## src/rtl/spi_clk_gen_pkg.sv

```systemverilog
// spi_clk_gen_pkg
//  Shared definitions for the SPI serial-clock generator and the shift engine
//  that consumes its strobes: default widths and the generator state encoding.
//  Optional feature macro used by the files importing this package:
//  SPI_CLK_BURST_EN (burst length counter with done strobe).
package spi_clk_gen_pkg;

  localparam int CNT_W_DEF = 8;   // div / half-period counter width
  localparam int LEN_W_DEF = 16;  // burst_len width

  // STOP is RUN with a stop pending: the active half-period is being finished.
  typedef enum logic [1:0] {
    SCLK_IDLE = 2'd0,
    SCLK_RUN  = 2'd1,
    SCLK_STOP = 2'd2
  } sclk_state_e;

endpackage

```

## src/rtl/spi_clk_gen_if.sv

```systemverilog
// spi_clk_gen_if
//  Control/status bundle between the SPI controller (master modport) and the
//  serial-clock generator (slave modport).
//  Signals: en, div, cpol (requests); sclk_out, lead_pulse, trail_pulse, busy,
//  state (generator status, state is a debug view of the FSM).
//  With SPI_CLK_BURST_EN defined: burst_len (request) and done (status).
//
//  Handshake: en is a level request, not a valid/ready pair. The generator
//  accepts it only in IDLE (busy=0); busy rises the next cycle and stays high
//  until the generator is back in IDLE. Dropping en requests a stop, which
//  always completes (re-raising en cannot cancel it); a new run needs busy=0
//  and en=1 again. div, cpol and burst_len are captured at acceptance.
interface spi_clk_gen_if import spi_clk_gen_pkg::*; #(
  parameter int CNT_W = CNT_W_DEF
`ifdef SPI_CLK_BURST_EN
  , parameter int LEN_W = LEN_W_DEF
`endif
);

  logic             en;
  logic [CNT_W-1:0] div;
  logic             cpol;
  logic             sclk_out;
  logic             lead_pulse;
  logic             trail_pulse;
  logic             busy;
  sclk_state_e      state;
`ifdef SPI_CLK_BURST_EN
  logic [LEN_W-1:0] burst_len;
  logic             done;

  modport master (output en, div, cpol, burst_len,
                  input  sclk_out, lead_pulse, trail_pulse, busy, state, done);
  modport slave  (input  en, div, cpol, burst_len,
                  output sclk_out, lead_pulse, trail_pulse, busy, state, done);
`else
  modport master (output en, div, cpol,
                  input  sclk_out, lead_pulse, trail_pulse, busy, state);
  modport slave  (input  en, div, cpol,
                  output sclk_out, lead_pulse, trail_pulse, busy, state);
`endif

endinterface

```

## src/rtl/spi_clk_gen_burst_cnt.sv

```systemverilog
// spi_clk_gen_burst_cnt
//  Trailing-edge counter for burst mode (exists only with SPI_CLK_BURST_EN).
//  Ports: clk_in, rst (async, active-high), clr (zero the count), inc (one
//  trailing edge happens this cycle), limit (burst length, 0 = unlimited),
//  last (the next counted edge is the final one of the burst).
`ifdef SPI_CLK_BURST_EN
module spi_clk_gen_burst_cnt #(
  parameter int LEN_W = 16
) (
  input  logic             clk_in,
  input  logic             rst,
  input  logic             clr,
  input  logic             inc,
  input  logic [LEN_W-1:0] limit,
  output logic             last
);

  logic [LEN_W-1:0] count_q;

  always_ff @(posedge clk_in or posedge rst) begin
    if (rst) begin
      count_q <= '0;
    end else if (clr) begin
      count_q <= '0;
    end else if (inc) begin
      count_q <= count_q + 1'b1;
    end
  end

  // Looks one edge ahead so the FSM can leave RUN on the terminal edge itself.
  assign last = (limit != '0) && (count_q == limit - 1'b1);

endmodule
`endif

```

## src/rtl/spi_clk_gen.sv

```systemverilog
// spi_clk_gen
//  Programmable SPI serial-clock generator: runtime half-period divisor, CPOL
//  idle level, glitch-free start/stop, one-cycle strobes on leading and
//  trailing SCLK edges. All outputs are registered; a strobe is high in the
//  same cycle sclk_out first shows the new level.
//  Ports: clk_in, rst (async, active-high), bus (spi_clk_gen_if.slave).
//  Optional macro SPI_CLK_BURST_EN: adds burst_len/done and a trailing-edge
//  counter that ends the run after burst_len SCLK cycles (0 = unlimited).
module spi_clk_gen import spi_clk_gen_pkg::*; #(
  parameter int CNT_W = CNT_W_DEF
`ifdef SPI_CLK_BURST_EN
  , parameter int LEN_W = LEN_W_DEF
`endif
) (
  input  logic          clk_in,
  input  logic          rst,
  spi_clk_gen_if.slave  bus
);

  sclk_state_e      state_q, state_d;
  logic [CNT_W-1:0] cnt_q, cnt_d;
  logic [CNT_W-1:0] div_q;
  logic             cpol_q;
  logic             sclk_q, sclk_d;
  logic             lead_q, lead_d;
  logic             trail_q, trail_d;
  logic             busy_q, busy_d;
  logic             done_q, done_d;
  logic             load;
  logic             at_idle;
  logic             half_done;
  logic             burst_stop;

`ifdef SPI_CLK_BURST_EN
  logic [LEN_W-1:0] burst_len_q;
  logic             burst_clr;
  logic             burst_inc;
  logic             burst_last;

  spi_clk_gen_burst_cnt #(.LEN_W(LEN_W)) u_burst_cnt (
    .clk_in (clk_in),
    .rst    (rst),
    .clr    (burst_clr),
    .inc    (burst_inc),
    .limit  (burst_len_q),
    .last   (burst_last)
  );

  assign burst_stop = burst_last;
  assign bus.done   = done_q;
`else
  assign burst_stop = 1'b0;
`endif

  assign at_idle   = (sclk_q == cpol_q);
  assign half_done = (cnt_q == div_q);

  always_comb begin
    state_d = state_q;
    cnt_d   = cnt_q;
    sclk_d  = sclk_q;
    lead_d  = 1'b0;
    trail_d = 1'b0;
    busy_d  = 1'b1;
    done_d  = 1'b0;
    load    = 1'b0;
`ifdef SPI_CLK_BURST_EN
    burst_clr = 1'b0;
    burst_inc = 1'b0;
`endif
    case (state_q)
      SCLK_IDLE: begin
        sclk_d = bus.cpol;
        cnt_d  = '0;
        busy_d = bus.en;
        if (bus.en) begin
          state_d = SCLK_RUN;
          load    = 1'b1;
`ifdef SPI_CLK_BURST_EN
          burst_clr = 1'b1;
`endif
        end
      end
      SCLK_RUN, SCLK_STOP: begin
        if ((state_q == SCLK_RUN) && !bus.en && at_idle) begin
          // Stop while at idle level: leave at once, no edge.
          state_d = SCLK_IDLE;
          cnt_d   = '0;
        end else if (half_done) begin
          cnt_d  = '0;
          sclk_d = ~sclk_q;
          if (at_idle) begin
            lead_d = 1'b1;
          end else begin
            trail_d = 1'b1;
`ifdef SPI_CLK_BURST_EN
            burst_inc = 1'b1;
`endif
            if ((state_q == SCLK_STOP) || !bus.en) begin
              state_d = SCLK_IDLE;
            end
            if (burst_stop) begin
              state_d = SCLK_IDLE;
              done_d  = 1'b1;
            end
          end
        end else begin
          cnt_d = cnt_q + 1'b1;
          // Active level here: finish the half-period before stopping.
          if (!bus.en) begin
            state_d = SCLK_STOP;
          end
        end
      end
      default: begin
        state_d = SCLK_IDLE;
        cnt_d   = '0;
        busy_d  = 1'b0;
      end
    endcase
  end

  always_ff @(posedge clk_in or posedge rst) begin
    if (rst) begin
      state_q     <= SCLK_IDLE;
      cnt_q       <= '0;
      div_q       <= '0;
      cpol_q      <= 1'b0;
      sclk_q      <= 1'b0;
      lead_q      <= 1'b0;
      trail_q     <= 1'b0;
      busy_q      <= 1'b0;
      done_q      <= 1'b0;
`ifdef SPI_CLK_BURST_EN
      burst_len_q <= '0;
`endif
    end else begin
      state_q <= state_d;
      cnt_q   <= cnt_d;
      sclk_q  <= sclk_d;
      lead_q  <= lead_d;
      trail_q <= trail_d;
      busy_q  <= busy_d;
      done_q  <= done_d;
      if (load) begin
        div_q       <= bus.div;
        cpol_q      <= bus.cpol;
`ifdef SPI_CLK_BURST_EN
        burst_len_q <= bus.burst_len;
`endif
      end
    end
  end

  assign bus.sclk_out    = sclk_q;
  assign bus.lead_pulse  = lead_q;
  assign bus.trail_pulse = trail_q;
  assign bus.busy        = busy_q;
  assign bus.state       = state_q;

`ifndef SPI_CLK_BURST_EN
  // done_q only feeds the burst port; keep it observable-free but consumed.
  logic unused_done;
  assign unused_done = done_q;
`endif

endmodule

```

## src/flat_wrapper.sv

```systemverilog
// flat-port wrapper written by rule: the top's interface ports become plain ports
module spi_clk_gen_flat import spi_clk_gen_pkg::*;
#(
  parameter int CNT_W = CNT_W_DEF

)
  (clk_in, rst, bus_en, bus_div, bus_cpol, bus_sclk_out, bus_lead_pulse, bus_trail_pulse, bus_busy, bus_state);
  spi_clk_gen_if #(.CNT_W(CNT_W)) bus_i ();
  input  logic clk_in;
  input  logic rst;
  input wire logic [$bits(bus_i.en)-1:0] bus_en;
  input wire logic [$bits(bus_i.div)-1:0] bus_div;
  input wire logic [$bits(bus_i.cpol)-1:0] bus_cpol;
  output wire logic [$bits(bus_i.sclk_out)-1:0] bus_sclk_out;
  output wire logic [$bits(bus_i.lead_pulse)-1:0] bus_lead_pulse;
  output wire logic [$bits(bus_i.trail_pulse)-1:0] bus_trail_pulse;
  output wire logic [$bits(bus_i.busy)-1:0] bus_busy;
  output wire logic [$bits(bus_i.state)-1:0] bus_state;
  assign bus_i.en = bus_en;
  assign bus_i.div = bus_div;
  assign bus_i.cpol = bus_cpol;
  assign bus_sclk_out = bus_i.sclk_out;
  assign bus_lead_pulse = bus_i.lead_pulse;
  assign bus_trail_pulse = bus_i.trail_pulse;
  assign bus_busy = bus_i.busy;
  assign bus_state = bus_i.state;
  spi_clk_gen #(.CNT_W(CNT_W)) u_core (.clk_in(clk_in), .rst(rst), .bus(bus_i));
endmodule
```

## config.mk

```make
export PLATFORM = sky130hd
export DESIGN_NAME = spi_clk_gen_flat
export DESIGN_NICKNAME = d
export VERILOG_FILES = /design/src/rtl/spi_clk_gen_pkg.sv /design/src/rtl/spi_clk_gen_if.sv /design/src/rtl/spi_clk_gen_burst_cnt.sv /design/src/rtl/spi_clk_gen.sv /design/src/flat_wrapper.sv
export SDC_FILE = /design/constraint.sdc
export NUM_CORES = 1
export LEC_CHECK = 0
export CORE_MARGIN = 3
export CORE_UTILIZATION = 35
export CTS_CLUSTER_SIZE = 20
export DETAILED_ROUTE_END_ITERATION = 10
export GPL_ROUTABILITY_DRIVEN = 0
export PLACE_DENSITY = 0.63
export SYNTH_ARGS = -nofsm -noshare
export SYNTH_HDL_FRONTEND = slang
export SYNTH_SLANG_ARGS = --single-unit
```

## constraint.sdc

```tcl
create_clock -name clk_in -period 2 [get_ports clk_in]
set_input_delay 0.4 -clock clk_in [delete_from_list [all_inputs] [get_ports clk_in]]
set_output_delay 0.4 -clock clk_in [all_outputs]
set_load 0.03 [all_outputs]
```

=== Word-level counts from Yosys, hierarchy flattened ===
Cells that the tools add are included.

* Logic and storage cells: 53
* Output and inout bits: 6
* Input port bits: 12
* Register bits after elaboration: 23

* Add/subtract/negate cells: 1
* Bitwise logic cells: 1
* Reductions and logical operators: 9
* Equal/unequal tests: 10
* Mux-type cells: 24

{| class="wikitable"
|+ Operators by type and width
! operator !! number
|-
| two-way mux 8 bit || 3
|-
| two-way mux 1 bit || 12
|-
| two-way mux 2 bit || 6
|-
| adder 8 x 1 -> 8 bit (second input constant) || 1
|-
| == test 8 bit || 1
|-
| != test 4 bit (second input constant) || 2
|-
| != test 2 bit (second input constant) || 2
|-
| != test 4 x 2 -> 1 bit (second input constant) || 1
|-
| case mux 1 bit (2 select lines) || 2
|-
| case mux 2 bit (2 select lines) || 1
|-
| AND reduction 4 bit || 1
|-
| AND reduction 3 bit || 1
|-
| == test 2 x 1 -> 1 bit (second input constant) || 1
|-
| == test 2 bit (second input constant) || 1
|-
| logical AND 1 bit || 2
|-
| zero test 2 bit || 1
|-
| != test 2 x 1 -> 1 bit (second input constant) || 1
|-
| nonzero test 2 bit || 1
|-
| OR reduction 2 bit || 1
|-
| == test 1 bit || 1
|-
| zero test 1 bit || 1
|-
| logical OR 1 bit || 1
|-
| inverter 1 bit || 1
|}

=== Logic depth before layout (Yosys ltp) ===
* Depth in word-level cells: 7
* Mapped depth: 7
* Gate-level depth less buffers: 7

=== Least setup slack after synthesis ===
Ideal clock, no wire load.

* Path kind: flip-flop to flip-flop
* From: register u_core.state_q[0] (netlist: u_core.bus.state[0])
* To: register u_core.state_q[0] (netlist: u_core.bus.state[0])
* Clock period less this slack: 2.026 ns
* Library setup time: 0.125 ns
* Data required time: 1.875 ns
* Arrival: 1.902 ns
* Setup slack: -0.026 ns
* Cell stages (with the launch flop): 7
* Path buffers: 1
* Cells stage by stage: dfrtp_1 inv_1 ha_1 clkbuf_1 o311a_1 a311oi_2 mux2_2

* Longest elaborated chain between the ends: 5
* Elaborated cells between the ends (all ways): 14
* Classes of those cells: 6 x eq/ne; 2 x mux; 6 x reduce/logical

{| class="wikitable"
|+ Ends and longest elaborated chain
! item !! RTL line !! text
|-
| start: declaration || spi_clk_gen.sv:20 || <nowiki>sclk_state_e state_q, state_d;</nowiki>
|-
| start signal: assignment || spi_clk_gen.sv:138 || <nowiki>state_q <= state_d;</nowiki>
|-
| == test 2 x 1 -> 1 bit || spi_clk_gen.sv:71, spi_clk_gen.sv:85 ||
|-
| logical AND 1 bit (2 in a row) || spi_clk_gen.sv:85 || <nowiki>if ((state_q == SCLK_RUN) && !bus.en && at_idle) begin</nowiki>
|-
| != test 4 bit (no source line), or another cell as far along || -- ||
|-
| AND reduction 4 bit (no source line) or case mux 2 bit (2 select lines) (tied branches) || -- ||
|}

Several ways; a longest one is shown, not always the timed one.
A chain may end at the register's enable or synchronous reset.

=== Final worst setup path ===
* From: register u_core.div_q[2]
* To: register u_core.state_q[0] (netlist: u_core.bus.state[0])

* Longest elaborated chain between the ends: 4
* Elaborated cells between the ends (all ways): 8
* Classes of those cells: 4 x eq/ne; 3 x mux; 1 x reduce/logical

{| class="wikitable"
|+ Ends and longest elaborated chain
! item !! RTL line !! text
|-
| start: declaration || spi_clk_gen.sv:22 || <nowiki>logic [CNT_W-1:0] div_q;</nowiki>
|-
| start signal: assignment || spi_clk_gen.sv:146 || <nowiki>div_q <= bus.div;</nowiki>
|-
| == test 8 bit (*) || spi_clk_gen.sv:56 || <nowiki>assign half_done = (cnt_q == div_q);</nowiki>
|-
| two-way mux 2 bit || spi_clk_gen.sv:89 || <nowiki>end else if (half_done) begin</nowiki>
|-
| two-way mux 2 bit || spi_clk_gen.sv:85 ||
|-
| case mux 2 bit (2 select lines) || spi_clk_gen.sv:71 || <nowiki>case (state_q)</nowiki>
|}

Every way passes the cells marked *; elsewhere a longest branch is shown, timed or not.

==> impl_metrics.csv <==
group,metric,value,unit
final_layout,syn2layout_area_growth,29.5,%
timing,final_hold_viol_count,0,
critical_path,cp_max_fo,2,
floorplan,rows,20,
timing,min_period,1.90,ns
final_layout,fillers,320,
hold_path,hold_path.class,"primary input to async pin",
clock_tree,clock_latency,0.30,ns
clock_tree,ctsLongestPathBuffers,2,
pwr,p_clk_share,10.5,%
timing,worstMarginPinSlew,0.344,ns
floorplan,die_area,4020,um2
detailed_routing,vias_per_cell,4.69,
pwr,p_sw_share,39.0,%
critical_path,cp-start-kind,"flip-flop",
clock_tree,clk_pin_slew,0.13,ns
floorplan,die_h,63.4,um
placement,post-place-ws,-0.0323,ns
detailed_routing,avgRoutedWirePerCell,12.2,um
final_layout,finalNonFillerCells,173,
global_route,grtUsageMet2,19.9,%
logic_synthesis,synth.distinct_cells,23,
logic_synthesis,synth.ff_latch_count,23,
logic_synthesis,syn_avg_cell_area,11.8,um2
floorplan,io_pins,18,
critical_path,crit_arrival,2.11,ns
logic_synthesis,syn_area,1150,um2
pwr,ir_drop,0.513,mV
global_route,grt_max_degree,24,
pwr,combPwrFrac,52.8,%
placement,port-buffer-count,17,
pwr,p_leak,0.661,nW
final_layout,layout_common_cells,"21 x dfrtp_1, 17 x clkdlybuf4s50_1, 12 x nor2_1",
pwr,powerDensity,1380,nW/um2
global_route,antenna_found_initial,0,
timing,clock_skew,0.00306,ns
floorplan,die_w,63.4,um
detailed_routing,drc,0,
critical_path,cpLargestDelayFamily,"compound AO/OA/AOI/OAI gates",
detailed_routing,vias,812,
detailed_routing,ant_nets,0,
critical_path,worstPathRequired,2.21,ns
clock_tree,htreeDepth,1,
global_route,grt_pass1_vias,852,
clock_tree,cts_inserted_buffers,3,
detailed_routing,wirelength,2.11,mm
global_route,grt_use_met1,14.6,%
logic_synthesis,synth_seq_area_share,49.8,%
placement,hpwl,1.55,mm
critical_path,critPathKind,"flip-flop to flip-flop",
clock_tree,cts.sinks,23,
global_route,grt_usage,11.6,%
final_layout,diodes,0,
timing,layout_setup_ws,0.0990,ns
timing,post-route-period-util,95.1,%
pwr,seqPwrFrac,36.7,%
pwr,switchingPower,0.000802,W
logic_synthesis,syn_inst,98,
logic_synthesis,ys_warn_count,0,
pwr,p_int,0.00126,W
timing,finalSetupTns,0,ns
flow_run,drv_cap,0,
critical_path,critical_path.max_stage_delay,0.41,ns
final_layout,mostFrequentLayoutCell,"dfrtp_1",
critical_path,crit_path_end_kind,"flip-flop",
clock_tree,root_buffer,"clkbuf_4",
timing,drv_slew,0,
timing,rsz0062_at_grt,"no",
global_route,grt_most_used_layer,"met2",
global_route,overflow,0,
pwr,p_total,0.00206,W
logic_synthesis,syn_nets,116,
final_layout,nets,148,
timing,setup_viol,0,
critical_path,crit_path_cell_trace,"xnor2_1, nand4_2, o311a_1, a311oi_2, mux2_2",
critical_path,cp_slowest_cell,"dfrtp_1",
clock_tree,cts_tree,"built",
floorplan,coreArea,3100,um2
critical_path,crit_buf_inv,0,
global_route,grt_pass1_wl,3.77,mm
placement,place_inst,168,
timing,max_freq,526,MHz
detailed_routing,drt_iter0_drc,25,
floorplan,initial_core_util,37.2,%
clock_tree,cts_hold_buf,0,
timing,slew_headroom,77.0,%
detailed_routing,first_pass_iters,4,
outcome,status,"finished clean",
global_route,met3_usage,2.14,%
final_layout,drive_above_1_share,27.1,%
## area by class of cell
cell class                      instances  area [um2]  share of cell area, %
Clock buffer                            4        26.3                   1.76
Inverter                                6        22.5                   1.51
Multi-Input combinational cell         68         561                   37.5
Sequential cell                        23         578                   38.7
Tap cell                               44        55.1                   3.68
Timing Repair Buffer                   28         253                   16.9
## worst reg2reg max path, stage by stage, from the launching register on
cell and delay [ns]:
dfrtp_1 0.41, xnor2_1 0.22, nand4_2 0.13, o311a_1 0.36, a311oi_2 0.29, mux2_2 0.38
## routing by layer
layer / wire length (um) / part of all wire (%) / vias up
li1: - / - / 400
met1: 957 / 45 / 391
met2: 1020 / 48 / 17
met3: 108 / 5.1 / 4
met4: 27 / 1.3 / 0
met5: 0 / 0 / -
## cell usage after synthesis, drive strengths merged
cell type	n	share of area [%]
nand3	5	2.2
nand2	1	0.32
nand4	2	1.6
dfrtp	23	50
a221oi	1	0.76
xor2	6	4.6
nand2b	2	1.1
a21oi	1	0.43
clkbuf	1	0.32
o311a	1	0.87
nor2	12	3.9
mux2i	1	0.87
xnor2	9	6.8
and3	4	2.3
mux2	11	11
inv	6	2.0
and2b	2	1.5
nor3	2	0.87
o221ai	1	1.3
ha	6	6.5
a311oi	1	1.3
## per-stage QoR
stage	hold slack (ns)	cell area, um2	util [%]
final	0.409	1500	48.2
after detailed placement	0.518	1450	46.9
after global routing	0.416	1500	48.2
after global placement	0.513	1450	46.9
after floorplan	0.402	1160	-
after CTS	0.410	1480	47.7
## power groups by stage
stage / Combinational (W) / Sequential [W] / Clock (W)
2_1_floorplan: 0.000636 / 0.000831 / 0
5_1_grt: 0.00119 / 0.000785 / 0.000250
3_3_place_gp: 0.00104 / 0.000761 / 0
4_1_cts: 0.00107 / 0.000756 / 0.000226
3_5_place_dp: 0.00106 / 0.000766 / 0
6_report: 0.00109 / 0.000757 / 0.000215
## flip-flops by register name, indices dropped and copies added (netlist names)
| name | count |
|---|---|
| u_core.bus.lead_pulse | 1 |
| u_core.bus.busy | 1 |
| u_core.div_q | 8 |
| u_core.bus.trail_pulse | 1 |
| u_core.cnt_q | 8 |
| u_core.bus.sclk_out | 1 |
| u_core.cpol_q | 1 |
| u_core.bus.state | 2 |
## timing repair
| action | CTS | global route |
|---|---|---|
| resized for setup | 0 | 2 |
| endpoints found under the hold margin | 0 | 0 |
| setup buffers | 0 | 1 |
| endpoints found under the setup margin | 0 | 2 |
## cell families after synthesis
| group | share of synthesized area, % |
|---|---|
| xor+xnor | 11.4 |
| flops | 49.8 |
| buf+inv | 2.27 |
| fa+ha+maj | 6.50 |
| compound gates | 4.66 |
| mux | 11.6 |
| simple gates | 13.8 |
## worst paths after layout
check,cells past startpoint,from,to,slack [ns]
setup / recovery,5,u_core.div_q[2],u_core.bus.state[0],0.1
hold / removal,3,rst,u_core.div_q[0],0.41
setup reg to reg,5,u_core.div_q[2],u_core.bus.state[0],0.1
hold reg to reg,1,u_core.div_q[7],u_core.div_q[7],0.54
max in group asynchronous,3,rst,u_core.bus.state[0],1.35
min in group clk_in,1,u_core.div_q[7],u_core.div_q[7],0.54
Power figures use the tool's default switching activity.
